**src/rtl/cmp_pkg.sv**
```systemverilog
// cmp_pkg: shared state encoding and default sizing for the comparator-result monitor.
// Latency: none (types and constants only).
// Backpressure: none.
package cmp_pkg;

    // Monitor FSM states; the encoding is visible on the state output port.
    typedef enum logic [1:0] {
        ST_IDLE   = 2'b00,
        ST_TRACK  = 2'b01,
        ST_LOCKED = 2'b10,
        ST_ERROR  = 2'b11
    } cmp_state_t;

    localparam int CMP_CNT_W_DEF   = 8;  // default event counter width
    localparam int CMP_RUN_LEN_DEF = 4;  // default eq run length needed to lock

endpackage

```
**src/rtl/sat_cnt.sv**
```systemverilog
// sat_cnt: saturating up-counter, clears synchronously, holds at all-ones.
// Latency: 1 cycle from inc to updated q.
// Backpressure: none; inc is ignored once saturated, clr wins over inc.
// Ports: clk, rst_n (sync, active-low), inc (count one), clr (zero), q (count).
module sat_cnt
    import cmp_pkg::*;
#(
    parameter int CNT_W = CMP_CNT_W_DEF
) (
    input  logic             clk,
    input  logic             rst_n,
    input  logic             inc,
    input  logic             clr,
    output logic [CNT_W-1:0] q
);

    logic [CNT_W-1:0] r_q;

    always_ff @(posedge clk) begin
        if (!rst_n || clr) begin
            r_q <= '0;
        end else if (inc && (r_q != {CNT_W{1'b1}})) begin
            r_q <= r_q + 1'b1;
        end
    end

    assign q = r_q;

endmodule

```
**src/rtl/cmp_monitor.sv**
```systemverilog
// cmp_monitor: counts gt/eq/lt comparator samples and locks after a run of eq.
// Latency: 1 cycle from accepted sample to counters, lock and lock_pulse.
// Backpressure: in_ready drops only in ERROR (CMP_MONITOR_ERR_EN builds); else always ready.
// Ports: clk, rst_n (sync, active-low), in_valid/in_ready handshake, gt/eq/lt flags,
//        clr (sync clear), gt_cnt/eq_cnt/lt_cnt, lock, lock_pulse, err, state.
// Option: define CMP_MONITOR_ERR_EN to trap samples that are not one-hot into ERROR;
//         otherwise flags resolve by priority gt > eq > lt and all-zero is ignored.
module cmp_monitor
    import cmp_pkg::*;
#(
    parameter int CNT_W   = CMP_CNT_W_DEF,
    parameter int RUN_LEN = CMP_RUN_LEN_DEF
) (
    input  logic             clk,
    input  logic             rst_n,
    input  logic             in_valid,
    input  logic             gt,
    input  logic             eq,
    input  logic             lt,
    input  logic             clr,
    output logic             in_ready,
    output logic [CNT_W-1:0] gt_cnt,
    output logic [CNT_W-1:0] eq_cnt,
    output logic [CNT_W-1:0] lt_cnt,
    output logic             lock,
    output logic             lock_pulse,
    output logic             err,
    output logic [1:0]       state
);

    localparam logic [3:0] RUN_TGT = 4'(RUN_LEN);

    cmp_state_t r_state;
    logic [3:0] r_run;
    logic       r_lock;
    logic       r_lock_pulse;
    logic       r_err;

    logic       w_accept;
    logic       w_gt_ev;
    logic       w_eq_ev;
    logic       w_lt_ev;
    logic       w_bad_ev;
    logic [3:0] w_run_nxt;

`ifdef CMP_MONITOR_ERR_EN
    logic w_legal;

    assign in_ready = (r_state != ST_ERROR);
    assign w_accept = in_valid && in_ready;
    assign w_legal  = $onehot({gt, eq, lt});
    assign w_gt_ev  = w_accept && w_legal && gt;
    assign w_eq_ev  = w_accept && w_legal && eq;
    assign w_lt_ev  = w_accept && w_legal && lt;
    assign w_bad_ev = w_accept && !w_legal;
`else
    // Without error trapping, ambiguous flags resolve gt > eq > lt; ERROR is unreachable.
    assign in_ready = 1'b1;
    assign w_accept = in_valid;
    assign w_gt_ev  = w_accept && gt;
    assign w_eq_ev  = w_accept && !gt && eq;
    assign w_lt_ev  = w_accept && !gt && !eq && lt;
    assign w_bad_ev = 1'b0;
`endif

    // Run of consecutive accepted eq samples, pinned at the lock target.
    always_comb begin
        w_run_nxt = r_run;
        if (w_gt_ev || w_lt_ev) begin
            w_run_nxt = '0;
        end else if (w_eq_ev && (r_run != RUN_TGT)) begin
            w_run_nxt = r_run + 4'd1;
        end
    end

    always_ff @(posedge clk) begin
        if (!rst_n || clr) begin
            r_state      <= ST_IDLE;
            r_run        <= '0;
            r_lock       <= 1'b0;
            r_lock_pulse <= 1'b0;
            r_err        <= 1'b0;
        end else begin
            r_lock_pulse <= 1'b0;
            r_run        <= w_run_nxt;
            case (r_state)
                ST_IDLE, ST_TRACK: begin
                    if (w_bad_ev) begin
                        r_state <= ST_ERROR;
                        r_err   <= 1'b1;
                    end else if (w_eq_ev && (w_run_nxt == RUN_TGT)) begin
                        // Also covers IDLE straight to LOCKED when RUN_LEN is 1.
                        r_state      <= ST_LOCKED;
                        r_lock       <= 1'b1;
                        r_lock_pulse <= 1'b1;
                    end else if (w_gt_ev || w_eq_ev || w_lt_ev) begin
                        r_state <= ST_TRACK;
                    end
                end
                ST_LOCKED: begin
                    if (w_bad_ev) begin
                        r_state <= ST_ERROR;
                        r_lock  <= 1'b0;
                        r_err   <= 1'b1;
                    end else if (w_gt_ev || w_lt_ev) begin
                        r_state <= ST_TRACK;
                        r_lock  <= 1'b0;
                    end
                end
                default: begin
                    // ERROR holds until clr or reset.
                    r_state <= ST_ERROR;
                end
            endcase
        end
    end

    sat_cnt #(.CNT_W(CNT_W)) u_gt_cnt (
        .clk   (clk),
        .rst_n (rst_n),
        .inc   (w_gt_ev),
        .clr   (clr),
        .q     (gt_cnt)
    );

    sat_cnt #(.CNT_W(CNT_W)) u_eq_cnt (
        .clk   (clk),
        .rst_n (rst_n),
        .inc   (w_eq_ev),
        .clr   (clr),
        .q     (eq_cnt)
    );

    sat_cnt #(.CNT_W(CNT_W)) u_lt_cnt (
        .clk   (clk),
        .rst_n (rst_n),
        .inc   (w_lt_ev),
        .clr   (clr),
        .q     (lt_cnt)
    );

    assign lock       = r_lock;
    assign lock_pulse = r_lock_pulse;
    assign err        = r_err;
    assign state      = r_state;

endmodule
```
**config.mk**
```make
export PLATFORM = sky130hd
export DESIGN_NAME = cmp_monitor
export DESIGN_NICKNAME = d
export VERILOG_FILES = /design/src/rtl/cmp_pkg.sv /design/src/rtl/sat_cnt.sv /design/src/rtl/cmp_monitor.sv
export SDC_FILE = /design/constraint.sdc
export NUM_CORES = 1
export LEC_CHECK = 0
export CORE_MARGIN = 5
export CORE_UTILIZATION = 55
export CTS_BUF_LIST = sky130_fd_sc_hd__clkbuf_16
export CTS_CLUSTER_SIZE = 8
export DETAILED_ROUTE_END_ITERATION = 8
export DONT_BUFFER_PORTS = 1
export GPL_ROUTABILITY_DRIVEN = 0
export PLACE_DENSITY = 0.73
export SETUP_SLACK_MARGIN = 0.5
export SLEW_MARGIN = 5
export SYNTH_ARGS = -nofsm -noshare
export SYNTH_HDL_FRONTEND = slang
export SYNTH_SLANG_ARGS = --single-unit
```
**constraint.sdc**
```tcl
create_clock -name clk -period 2.7 [get_ports clk]
set_input_delay 0.81 -clock clk [delete_from_list [all_inputs] [get_ports clk]]
set_output_delay 0.81 -clock clk [all_outputs]
set_load 0.005 [all_outputs]
```
# Word-level counts from Yosys, hierarchy flattened
# Index checks and enable logic that the tools add are counted.
# totals
register_bits,32
latchBits,0
mem_bits_rw,0
mem_bits_ro,0
input_bits,7
output_inout_bits,30
elab_cells,55
memories,0
# op_classes
addsub,4
n_mul,0
n_div,0
order_cmp,0
eq_ne,10
n_shift,0
muxes,10
bitwise,1
reduce_logical,23
# ops
op,count
$add 8x1->8 const B,3
$ne 8x8->1 const B,3
$logic_and 1x1->1,10
$mux 4,2
$mux 2,3
$add 4x1->4 const B,1
$eq 4x3->1 const B,1
$logic_or 1x1->1,4
$ne 2x2->1 const B,2
$ne 4x3->1 const B,1
$pmux 2 s2,1
$reduce_or 2->1,2
$logic_not 1->1,3
$mux 1,3
$ne 3x3->1 const B,1
$reduce_and 3->1,1
$eq 2x1->1 const B,1
$eq 2x2->1 const B,1
$logic_not 2->1,1
$pmux 1 s2,1
$reduce_and 2->1,1
$reduce_bool 2->1,1
$not 1->1,1

# Longest topological paths before layout
# depth
ltp_word,10
mapped_depth,7
ltp_nobuf,7

# Modules after synthesis
# From an unflattened synthesis, not the netlist that was laid out.
# hier_totals
cells_unflattened,195
hier_area_um2,1771.7
# by_module_without_submodules
mod,n_inst,cells_each,area_per_inst_um2,seq_area_each_um2
sat_cnt,3,46,421.7,160.2
cmp_monitor,1,57,506.7,160.2

# Least setup slack after synthesis
# No wires, ideal clock.
# synth_path
path_kind,in2reg
startpoint,in eq
endpoint,reg r_lock (netlist: lock)
setup_time_ns,0.086
arrival_ns,1.943
required_ns,2.614
setup_slack_ns,0.670
path_stages,6
n_path_buf,1
cell_sequence,and3b_1 > buf_6 > a211o_1 > a211oi_2 > nor2_2 > a221oi_2
# synth_between
elab_chain_len,9
word_cells_on_any_way,13
classes_between,3 x eq/ne; 2 x mux; 8 x reduce/logical
# synth_lines
element,line,text
from (decl),cmp_monitor.sv:18,"input logic eq,"
$logic_not 1->1,cmp_monitor.sv:62,assign w_lt_ev = w_accept && !gt && !eq && lt;
$logic_and 1x1->1 (2 in a row),cmp_monitor.sv:62,
$logic_or 1x1->1,"cmp_monitor.sv:69, cmp_monitor.sv:105",
$mux 4,cmp_monitor.sv:69,if (w_gt_ev || w_lt_ev) begin
$eq 4x3->1,cmp_monitor.sv:91,end else if (w_eq_ev && (w_run_nxt == RUN_TGT)) begin
$logic_and 1x1->1,cmp_monitor.sv:91,
$ne 2x2->1 (no source line),-,
$reduce_and 3->1 (no source line) (*),-,
to (signal assigned),cmp_monitor.sv:94,r_lock <= 1'b1;
to (signal assigned),cmp_monitor.sv:103,r_lock <= 1'b0;
to (signal assigned),cmp_monitor.sv:107,r_lock <= 1'b0;
to (decl),cmp_monitor.sv:35,logic r_lock;
# Every way passes the cells marked *; elsewhere a longest branch is shown, timed or not.
# A chain may end at the register's enable or synchronous reset.

# Final worst setup path
# layout_path
startpoint,reg r_run[0]
endpoint,reg r_lock (netlist: lock)
# layout_between
elab_chain_len,8
word_cells_on_any_way,9
classes_between,1 x add/sub; 3 x eq/ne; 2 x mux; 3 x reduce/logical
# layout_lines
element,line,text
from (decl),cmp_monitor.sv:34,logic [3:0] r_run;
from (signal assigned),cmp_monitor.sv:85,r_run <= w_run_nxt;
"parallel branches: the longest is 2 deep, another holds $add 4x1->4",-,
$mux 4 (*),cmp_monitor.sv:71,end else if (w_eq_ev && (r_run != RUN_TGT)) begin
$mux 4 (*),cmp_monitor.sv:69,
$eq 4x3->1 (*),cmp_monitor.sv:91,
$logic_and 1x1->1 (*),cmp_monitor.sv:91,
$ne 2x2->1 (no source line) (*),-,
$reduce_and 3->1 (no source line) (*),-,
# Every way passes the cells marked *.

==> results_dict.tcl <==
set metrics [dict create \
    status "finished, final reports clean" \
    syn_nets 189 \
    met3_usage 0.0693 \
    worstMarginPinSlew_ns 0.920 \
    p_leak_nw 0.600 \
    setup-violations-final 0 \
    dr.pass1.iters 4 \
    ys_warn_count 0 \
    top_usage_layer "met2" \
    synthTopCellsByArea "dfxtp_1 (41%), nor2_1 (6.3%), xor2_1 (6.2%)" \
    design_area_um2 1720 \
    cts.sinks 32 \
    coreArea_um2 2730 \
    yosysSeqAreaShare 0.413 \
    antenna_found_initial 0 \
    area_delta_synth_final_pct 10.6 \
    fin_cells 210 \
    synth_top_area_share 0.413 \
    cp_data_arrival_time_ns 2.13 \
    async_reset_ff_frac 0 \
    n_antenna_cell 0 \
    hp-class "reg -> reg" \
    insertion_delay_ns 0.27 \
    synth_area_per_cell_um2 8.77 \
    totalWireLength_um 3030 \
    vdd_ir_drop_max_mv 0.704 \
    synth.largest_area_cell "dfxtp_1" \
    cts_resized 0 \
    drive_gt1_frac 0.0615 \
    cts-root-buf "clkbuf_16" \
    io_buffers 0 \
    post-dp-hpwl_um 2230 \
    clk_pin_slew_worst_paths_ns 0.05 \
    slew_viol_final 0 \
    vias_per_cell 5.71 \
    dpl.cell_count 202 \
    placed_area_um2 1550 \
    met2_usage 0.262 \
    grtUsageMet1 0.167 \
    min_period_ns 1.95 \
    crit_type "reg -> reg" \
    rows 19 \
    path_max_fanout 5 \
    die_y_um 63.1 \
    cts_hold_buffers 0 \
    setup_tns_ns 0 \
    hold_viol 0 \
    fmax_mhz 512 \
    route.detailed.drc 0 \
    rsz0062_at_grt "false" \
    powerDensity_nw_per_um2 659 \
    rrSetupSlack_ns 0.75 \
    slew_headroom 0.387 \
    cap_viol_max_count 0 \
    grt_use_total 0.162 \
    grt_start_max_net_pins 26 \
    start_util 0.568 \
    vias 1200 \
    post_drt_wl_per_cell_um 14.4 \
    cp.required_ns 2.88 \
    gr-total-overflow 0 \
    ant_nets 0 \
    fp.dieW_um 63.1 \
    fin_crit_sh 0.724 \
    die_area_um2 3980 \
    fin_skew_ns 0.000787 \
    synth_edf_count 0 \
    pin_count 37 \
    start_kind "flip-flop" \
    yosys.cell_count.top_type "dfxtp_1" \
    synth_cells 177 \
    grt_pass1_vias 1157 \
    yosys-top-cells-count "dfxtp_1 (32), nor2_1 (26), nand2_1 (12), nand3_1 (12), xor2_1 (11)" \
    tritoncts.num_buffers 5 \
    cts_buffer_depth 2 \
    ys.flop_type "dfxtp_1" \
    grt_pass1_wl_um 5190 \
    final_nets 190 \
    cp-end-kind "flip-flop" \
    holdWs_ns 0.507 \
    cts_tree "built" \
    yosysUniqueCellTypes 41 \
    ys_ff_latch 32 \
    drtIter0Drc 51 \
    cts_setup_buffers 0 \
    synthesis.area_um2 1550 \
    h-tree-depth 2 \
]
==> cell families (layout without fill, tap and decap cells) <==
| kind of cell | after synthesis | in the layout | synth area share |
|---|---|---|---|
| flops | 32 | 32 | 0.413 |
| compound gates | 25 | 25 | 0.128 |
| simple gates | 77 | 77 | 0.244 |
| mux | 2 | 2 | 0.0129 |
| buf+inv | 14 | 16 | 0.0435 |
| other cells | 2 | 2 | 0.00484 |
| xor+xnor | 20 | 20 | 0.113 |
| fa+ha+maj | 5 | 5 | 0.0403 |
==> worst max-delay path, cell delays in order (launching register included) <==
cell	delay (ns)
dfxtp_1	0.40
inv_1	0.11
ha_1	0.23
nor2b_1	0.16
o31a_1	0.31
a211oi_2	0.31
nor2_2	0.09
a221oi_2	0.26
==> metal layers <==
layer,vias to the layer above,part of all wire
met5,-,0
met4,0,0.021
met3,5,0.085
met2,34,0.49
met1,553,0.40
li1,608,-
==> per-stage QoR <==
stage | total power [mW] | setup WS, ns | util
6_report | 1.13 | 0.746 | 0.627
5_1_grt | 1.17 | 0.635 | 0.627
4_1_cts | 1.15 | 0.755 | 0.627
3_5_place_dp | 0.523 | 0.583 | 0.568
3_3_place_gp | 0.521 | 0.655 | 0.568
2_1_floorplan | 0.520 | 0.670 | -
==> power by group <==
group / internal [mW] / leakage [nW] / switching, mW
combinational: 0.0116 / 0.263 / 0.0231
clock: 0.428 / 0.0789 / 0.189
sequential: 0.475 / 0.258 / 0.00311
total: 0.915 / 0.600 / 0.215
==> final cells by class <==
cell class,count,area [µm²]
fill,238,1020
sequential,32,641
inverter,8,30.0
tap,31,38.8
clock inverter,3,37.5
multi-input combinational,131,843
clock buffer,5,125
==> registers in the layout, indices dropped and copies added (netlist names) <==
| signal | flops |
|---|---|
| state | 2 |
| u_lt_cnt.q | 8 |
| r_run | 4 |
| u_gt_cnt.q | 8 |
| u_eq_cnt.q | 8 |
| lock | 1 |
| lock_pulse | 1 |
==> final timing paths <==
| check | from | end | cells past startpoint |
|---|---|---|---|
| min reg2reg | lock | lock | 2 |
| max reg2reg | r_run[0] | lock | 7 |
| max | r_run[0] | lock | 7 |
| min | lock | lock | 2 |
==> cells in the final DEF, fill, tap and decap left out, types with 2 or more instances in the layout <==
cell type / instances
nand2_1: 12
dfxtp_1: 32
a21oi_1: 6
xor2_1: 11
nand2b_1: 2
inv_1: 8
a311oi_1: 2
nor2_1: 26
and4_1: 2
nor2b_1: 4
nor3_1: 5
nand4_1: 5
clkinv_1: 2
o31ai_1: 2
xnor2_1: 9
mux2i_1: 2
clkbuf_16: 5
conb_1: 2
ha_1: 5
nand3_1: 12
o21ai_0: 4
nand3b_1: 2
Note: power is estimated with default switching activity, not from simulation.
